## config.mk

```make
export PLATFORM = sky130hd
export DESIGN_NAME = param_plru_tracker
export DESIGN_NICKNAME = d
export VERILOG_FILES = /design/src/rtl/param_plru_pkg.sv /design/src/rtl/plru_tree_logic.sv /design/src/rtl/param_plru_tracker.sv
export SDC_FILE = /design/constraint.sdc
export NUM_CORES = 1
export LEC_CHECK = 0
export CORE_MARGIN = 4
export CORE_UTILIZATION = 54
export CTS_BUF_LIST = sky130_fd_sc_hd__clkbuf_4
export DETAILED_ROUTE_END_ITERATION = 8
export GPL_TIMING_DRIVEN = 0
export PLACE_DENSITY = 0.85
export SYNTH_ARGS = -nofsm -noshare
export SYNTH_HDL_FRONTEND = slang
export SYNTH_SLANG_ARGS = --single-unit
```

## constraint.sdc

```tcl
create_clock -name i_clk -period 1.63 [get_ports i_clk]
set_input_delay 0.2445 -clock i_clk [delete_from_list [all_inputs] [get_ports i_clk]]
set_output_delay 0.2445 -clock i_clk [all_outputs]
set_load 0.01 [all_outputs]
```

## src/rtl/param_plru_pkg.sv

```systemverilog
// Shared types and tree-PLRU helpers for the replacement-state tracker.
// Tree bits are handled at a fixed maximum width (up to 64 ways) so one
// function body serves every Ways value; callers truncate to their size.
package param_plru_pkg;

  typedef enum logic [0:0] {IDLE, SWEEP} plru_state_e;

  localparam int unsigned MaxLevels = 6;
  localparam int unsigned MaxNodes  = (1 << MaxLevels) - 1;

  typedef logic [MaxNodes-1:0]  plru_bits_t;
  typedef logic [MaxLevels-1:0] plru_way_t;
  typedef logic [MaxLevels-1:0] plru_node_t;

  // Walk from the root following the node bits; 0 = go left, 1 = go right.
  function automatic plru_way_t plru_victim(input plru_bits_t bits, input int unsigned levels);
    plru_node_t node;
    plru_way_t  way;
    logic       b;
    node = '0;
    way  = '0;
    for (int unsigned l = 0; l < MaxLevels; l++) begin
      if (l < levels) begin
        b    = bits[node];
        way  = {way[MaxLevels-2:0], b};
        node = {node[MaxLevels-2:0], 1'b0} + plru_node_t'(1) + plru_node_t'(b);
      end
    end
    return way;
  endfunction

  // Point every node on the path to 'way' away from it; off-path bits keep their value.
  function automatic plru_bits_t plru_update(input plru_bits_t bits, input plru_way_t way,
                                             input int unsigned levels);
    plru_bits_t res;
    plru_node_t node;
    plru_way_t  w;
    logic       dir;
    res  = bits;
    node = '0;
    // Left-align the way index so its MSB (the root decision) sits at the top.
    w    = way << (MaxLevels - levels);
    for (int unsigned l = 0; l < MaxLevels; l++) begin
      if (l < levels) begin
        dir       = w[MaxLevels-1];
        res[node] = ~dir;
        w         = w << 1;
        node      = {node[MaxLevels-2:0], 1'b0} + plru_node_t'(1) + plru_node_t'(dir);
      end
    end
    return res;
  endfunction

endpackage

```

## src/rtl/plru_tree_logic.sv

```systemverilog
// Combinational update and victim decode for one set's PLRU tree bits.
module plru_tree_logic
  import param_plru_pkg::*;
#(
  parameter int unsigned Ways = 4,
  parameter int unsigned WayW = $clog2(Ways)
) (
  input  logic [Ways-2:0] i_bits,
  input  logic [WayW-1:0] i_way,
  output logic [Ways-2:0] o_bits,
  output logic [WayW-1:0] o_victim
);

  assign o_bits   = (Ways-1)'(plru_update(plru_bits_t'(i_bits), plru_way_t'(i_way), WayW));
  assign o_victim = WayW'(plru_victim(plru_bits_t'(i_bits), WayW));

endmodule

```

## src/rtl/param_plru_tracker.sv

```systemverilog
// Per-set tree pseudo-LRU state with touch update, victim lookup (optional
// same-cycle forwarding) and a one-set-per-cycle flush sweep.
module param_plru_tracker
  import param_plru_pkg::*;
#(
  parameter int unsigned Ways   = 4,
  parameter int unsigned Sets   = 8,
  parameter int unsigned BYPASS = 0,
  parameter int unsigned SetW   = $clog2(Sets),
  parameter int unsigned WayW   = $clog2(Ways)
) (
  input  logic            i_clk,
  input  logic            i_rst,
  input  logic            i_touch,
  input  logic [SetW-1:0] i_touch_set,
  input  logic [WayW-1:0] i_touch_way,
  input  logic [SetW-1:0] i_rindex,
  output logic [WayW-1:0] o_victim_way,
  output logic            o_victim_valid,
  input  logic            i_flush,
  output logic            o_busy
);

  logic [Ways-2:0] r_tree [Sets];
  plru_state_e     r_state;
  logic [SetW-1:0] r_cnt;
  logic            r_busy;
  logic            r_victim_valid;

  logic            w_touch_en;
  logic            w_fwd;
  logic [Ways-2:0] w_upd_bits;
  logic [Ways-2:0] w_vic_src;
  logic [WayW-1:0] w_upd_victim_unused;
  logic [Ways-2:0] w_vic_bits_next_unused;

  // A touch only lands in IDLE and loses to a simultaneous flush.
  assign w_touch_en = i_touch && (r_state == IDLE) && !i_flush;
  assign w_fwd      = (BYPASS != 0) && w_touch_en && (i_touch_set == i_rindex);
  assign w_vic_src  = w_fwd ? w_upd_bits : r_tree[i_rindex];

  plru_tree_logic #(
    .Ways (Ways),
    .WayW (WayW)
  ) u_update (
    .i_bits   (r_tree[i_touch_set]),
    .i_way    (i_touch_way),
    .o_bits   (w_upd_bits),
    .o_victim (w_upd_victim_unused)
  );

  plru_tree_logic #(
    .Ways (Ways),
    .WayW (WayW)
  ) u_victim (
    .i_bits   (w_vic_src),
    .i_way    (i_touch_way),
    .o_bits   (w_vic_bits_next_unused),
    .o_victim (o_victim_way)
  );

  // Control FSM, tree storage and registered status outputs.
  always_ff @(posedge i_clk) begin
    if (!i_rst) begin
      r_state        <= IDLE;
      r_cnt          <= '0;
      r_busy         <= 1'b0;
      r_victim_valid <= 1'b1;
      r_tree         <= '{default: '0};
    end else begin
      unique case (r_state)
        IDLE: begin
          if (i_flush) begin
            r_state        <= SWEEP;
            r_cnt          <= '0;
            r_busy         <= 1'b1;
            r_victim_valid <= 1'b0;
          end else if (i_touch) begin
            r_tree[i_touch_set] <= w_upd_bits;
          end
        end
        SWEEP: begin
          r_tree[r_cnt] <= '0;
          r_cnt         <= r_cnt + SetW'(1);
          // Last set written: counter wrap is the exit, never an extra write.
          if (r_cnt == SetW'(Sets - 1)) begin
            r_state        <= IDLE;
            r_busy         <= 1'b0;
            r_victim_valid <= 1'b1;
          end
        end
        default: r_state <= IDLE;
      endcase
    end
  end

  assign o_busy         = r_busy;
  assign o_victim_valid = r_victim_valid;

endmodule
```

==> Yosys cells after proc, flatten, opt, wreduce, memory -nomap -nowiden <==
Cells that the tools add are included.
Widths: inputs -> output; s select.
{ "totals": {"ff_bits": 30, "elab_cells": 71, "output_inout_bits": 4} }
{ "classes": {"magnitude_cmp": 8, "addsub": 3, "bitwise_logic": 8, "n_mux": 30, "eq_ne": 5, "reduce_logical": 5} }
{ "op_table": {"columns": ["operator", "n"], "rows": [
  ["$bwmux 63", 1],
  ["$mux 24", 2],
  ["$pmux 24 s2", 1],
  ["$and 24x24->24", 1],
  ["$bwmux 24", 1],
  ["$not 24->24", 1],
  ["$mux 3", 7],
  ["$bmux 3 s3", 2],
  ["$demux 3 s3", 2],
  ["$lt 6x7->1 const B", 2],
  ["$ge 4x4->1 const B", 3],
  ["$not 3->4", 3],
  ["$lt 4x1->1 const B", 2],
  ["$mux 1", 8],
  ["$bmux 1 s6", 1],
  ["$demux 1 s6", 1],
  ["$ge 6x1->1 const B", 1],
  ["$ne 2x2->1 const B", 3],
  ["$pmux 1 s2", 3],
  ["$pmux 3 s2", 1],
  ["$add 1x1->2 const A", 2],
  ["$reduce_and 2->1", 2],
  ["$add 3x1->3 const B", 1],
  ["$eq 3x3->1 const B", 1],
  ["3 further kinds", 7]
]} }

==> Depth between registers and ports, before layout <==
{ "logic_depth": {"ltp_word": 10, "mapped_depth": 5} }

==> By module <==
From an unflattened synthesis, not the netlist that was laid out.
{ "unflattened": {"hier_cells": 208, "hier_area_um2": 1898.1} }
{ "modules_own_cells": {"columns": ["mod", "area_each_um2", "instances", "seq_area_each_um2", "cells_each"], "rows": [
  ["param_plru_tracker", 1808.0, 1, 600.6, 194],
  ["plru_tree_logic at u_update", 46.3, 1, 0.0, 7],
  ["plru_tree_logic at u_victim", 43.8, 1, 0.0, 7]
]} }

==> Worst setup path before layout <==
No wires, ideal clock.
{ "synth_timing": {"path_type": "input to output", "startpoint": "input i_rindex[0]", "endpoint": "output o_victim_way[0]", "setup_slack_ns": 0.057, "arrival_time_ns": 1.329, "stages": 5, "required_time_ns": 1.385, "cell_sequence": "buf_2 > mux4_1 > mux2_4 > nand2_2 > o21ai_2"} }
{ "synth_between": {"elab_chain_cells": 7} }
{ "synth_rtl": {"columns": ["item", "line", "text"], "rows": [
  ["start: declaration", "param_plru_tracker.sv:17", "input logic [SetW-1:0] i_rindex,"],
  ["$not 3->4 (implied by the code) *", "param_plru_tracker.sv:40", "assign w_vic_src = w_fwd ? w_upd_bits : r_tree[i_rindex];"],
  ["$bmux 3 s3 *", "param_plru_tracker.sv:40", null],
  ["$mux 3 (implied by the code) * (2 in series)", "param_plru_tracker.sv:40", null],
  ["$add 1x1->2", "param_plru_pkg.sv:26", "node = {node[MaxLevels-2:0], 1'b0} + plru_node_t'(1) + plru_node_t'(b);"],
  ["$bmux 1 s6 *", "param_plru_pkg.sv:24", "b = bits[node];"],
  ["$mux 1 (implied by the code) *", "param_plru_pkg.sv:24", null],
  ["end: declaration", "param_plru_tracker.sv:18", "output logic [WayW-1:0] o_victim_way,"]
]} }
Every way passes the cells marked *; elsewhere a longest branch is shown, timed or not. The select of a mux whose other input is x is not followed.

==> Worst setup path in the final report <==
{ "layout_timing": {"startpoint": "register r_tree[0] in the netlist's numbering", "endpoint": "output o_victim_way[0]"} }
{ "layout_between": {"elab_chain_cells": 6} }
{ "layout_rtl": {"columns": ["item", "line", "text"], "rows": [
  ["start: declaration", "param_plru_tracker.sv:24", "logic [Ways-2:0] r_tree [Sets];"],
  ["start signal: indexed assignment", "param_plru_tracker.sv:79", "r_tree[i_touch_set] <= w_upd_bits;"],
  ["$bmux 3 s3 *", "param_plru_tracker.sv:40", null],
  ["$mux 3 (implied by the code) * (2 in series)", "param_plru_tracker.sv:40", null],
  ["$add 1x1->2", "param_plru_pkg.sv:26", null],
  ["$bmux 1 s6 *", "param_plru_pkg.sv:24", null],
  ["$mux 1 (implied by the code) *", "param_plru_pkg.sv:24", null]
]} }
Marks and branches as above.

==> qor.yml <==
status: "finished, violations left"
violations: "setup timing"
overflow: 0
dp.cells: 235
antenna_found_initial: 0
synthToLayoutAreaGrowth_pct: 14.2
gr-usage-met3: 0.0479
ff2ff_path_depth: 4
grt_use_met1: 0.272
cts_tree: "built"
synth_edf_count: 0
drv_cap: 0
syn_inst: 179
synth_area_um2: 1790
wl_per_cell_um: 17.4
slew_viol_final: 0
ios: 16
grt_usage: 0.221
dp_hpwl_um: 3260
synth_seq_area_share: 0.335
fin_cells: 245
syn_avg_cell_area_um2: 10.0
grt_pass1_wl_um: 7220
setup_viol: 2
cts.clk_slew.worst_paths_ps: 90
critPathLaunchType: "flop"
peakVddDrop_mv: 0.414
final_cell_area_um2: 2040
r2r-start: "r_cnt[1]"
post-route-util: 0.659
core_area_um2: 3100
cts-root-buf: "clkbuf_4"
hold_path_end: "r_tree[4]"
grt_pass1_vias: 1572
n_antenna_cell: 0
skew_ps: 7.11
tightest_slew_ps: 425
fin_ws_ps: -357
ys_ff_latch: 30
htreeDepth: 2
cts_buffers: 5
gp_congestion: 0.929
drive_above_1_share: 0.184
max-slew-margin-rel: 0.717
dr.first_iter.drc_count: 93
fin_crit_sh: 1.22
portBuffers: 12
tns_ps: -706
fin_nets: 215
hold_class: "in2reg"
yosysTopAreaCell: "dfxtp_1"
min_from: "i_touch_set[0]"
synthTopCellsByCount: "30 x dfxtp_1, 17 x nand2_1, 13 x o31ai_1, 11 x mux2i_1, 10 x nand4_1"
finalHoldViolations: 0
synth_top_flop_cell: "dfxtp_1"
synth.area.top_cells: "dfxtp_1 34%, mux4_1 7.3%, mux2i_1 6.1%"
die_h_um: 65.6
insertion_delay_ps: 330
endpoint_kind: "output pin"
cp_max_fo: 2
num_vias: 1570
clock-sinks: 30
use_met2: 0.362
postSynth.asyncResetShare: 0
initial_core_util: 0.577
place_area_um2: 1970
first_pass_iters: 4
viasPerCell: 6.41
crit_type: "reg2out"
drc: 0
yosysMostFrequentCell: "dfxtp_1"
grt_busiest_layer: "met2"
yosysUniqueCellTypes: 49
min_period_ps: 1990
crit_required_ps: 1390
whs_path_depth: 5
rows: 20
reg2reg_to: "r_tree[5]"
ant_nets: 0
rsz0062_at_grt: "yes"
wl_um: 4260
regToRegSetupSlack_ps: 180
clk_path_buf_depth: 2
crit_arrival_ps: 1740
max_freq_mhz: 503
fp.dieW_um: 65.6
synth_nets: 194
powerDensity_nw_per_um2: 680
grt_start_max_net_pins: 12
synth_top_area_frac: 0.335
power.leakage_nw: 0.819
die-area_um2: 4300
yosysWarningCount: 0
layout by cell type (no fill, tap or decap), drive strengths merged, types with 9 or more instances in the layout:
cell / n
nand4: 10
o31ai: 13
nand2: 18
buf: 10
and2: 9
clkdlybuf4s50: 9
dfxtp: 30
clkbuf: 13
mux2i: 11
cells by family (layout without fill, tap and decap cells):
logic type,Yosys count,after routing,synth area share
buffers and inverters,15,37,0.0440
muxes,22,22,0.181
adders and majority gates,3,3,0.0210
AOI/OAI and AO/OA,40,40,0.178
DFF,30,30,0.335
and+or+nand+nor,69,69,0.241
metal layers:
layer / up-vias / part of all wire / wire (um)
met3: 15 / 0.068 / 289
met2: 80 / 0.48 / 2050
met1: 738 / 0.42 / 1780
met5: - / 0 / 0
met4: 0 / 0.034 / 143
li1: 737 / - / -
report_power, final:
group	internal, mW	switching (mW)	leakage [nW]
clock	0.178	0.253	0.0331
sequential	0.746	0.0109	0.244
combinational	0.0882	0.113	0.543
worst max-delay path: stages (launching register included):
cell and delay, ps:
dfxtp_2 330, mux4_2 510, mux2_4 320, nand2_2 60
o21ai_2 50, buf_2 140
through the flow:
step	power [mW]	worst slack, ps	hold WS (ps)
finish	1.39	-357	475
global route	1.45	-413	479
CTS	1.39	-360	326
detailed placement	0.967	-504	489
global placement	0.962	-492	483
floorplan	0.896	56.5	382
worst max-delay path by stage:
stage                       to        start  cells past startpoint
3_3_place_gp   o_victim_way[0]  i_rindex[0]                      5
2_1_floorplan  o_victim_way[0]  i_rindex[0]                      5
5_1_grt        o_victim_way[0]    r_tree[0]                      5
6_report       o_victim_way[0]    r_tree[0]                      5
3_5_place_dp   o_victim_way[0]  i_rindex[0]                      5
4_1_cts        o_victim_way[0]    r_tree[0]                      5
timing repair:
item / 4_1_cts / 5_1_grt
resized for setup: 10 / 9
endpoints found under the setup margin: 10 / 21
setup buffers: 1 / 1
pin swaps: 1 / 2
hold buffers: 0 / 0
final cells by class:
cell class / count / area (um^2)
tap: 44 / 55.1
inverter: 2 / 7.51
multi-input combinational: 134 / 1130
timing repair buffer: 14 / 124
fill: 268 / 1060
sequential: 30 / 602
buffer: 13 / 76.3
clock inverter: 2 / 8.76
clock buffer: 6 / 45.0
state kept, by name (all words and copies together), names as in the netlist:
name	flops
r_cnt	3
r_tree	24
o_victim_valid	1
o_busy	1
r_state	1
(Power assumes the default switching activity.)
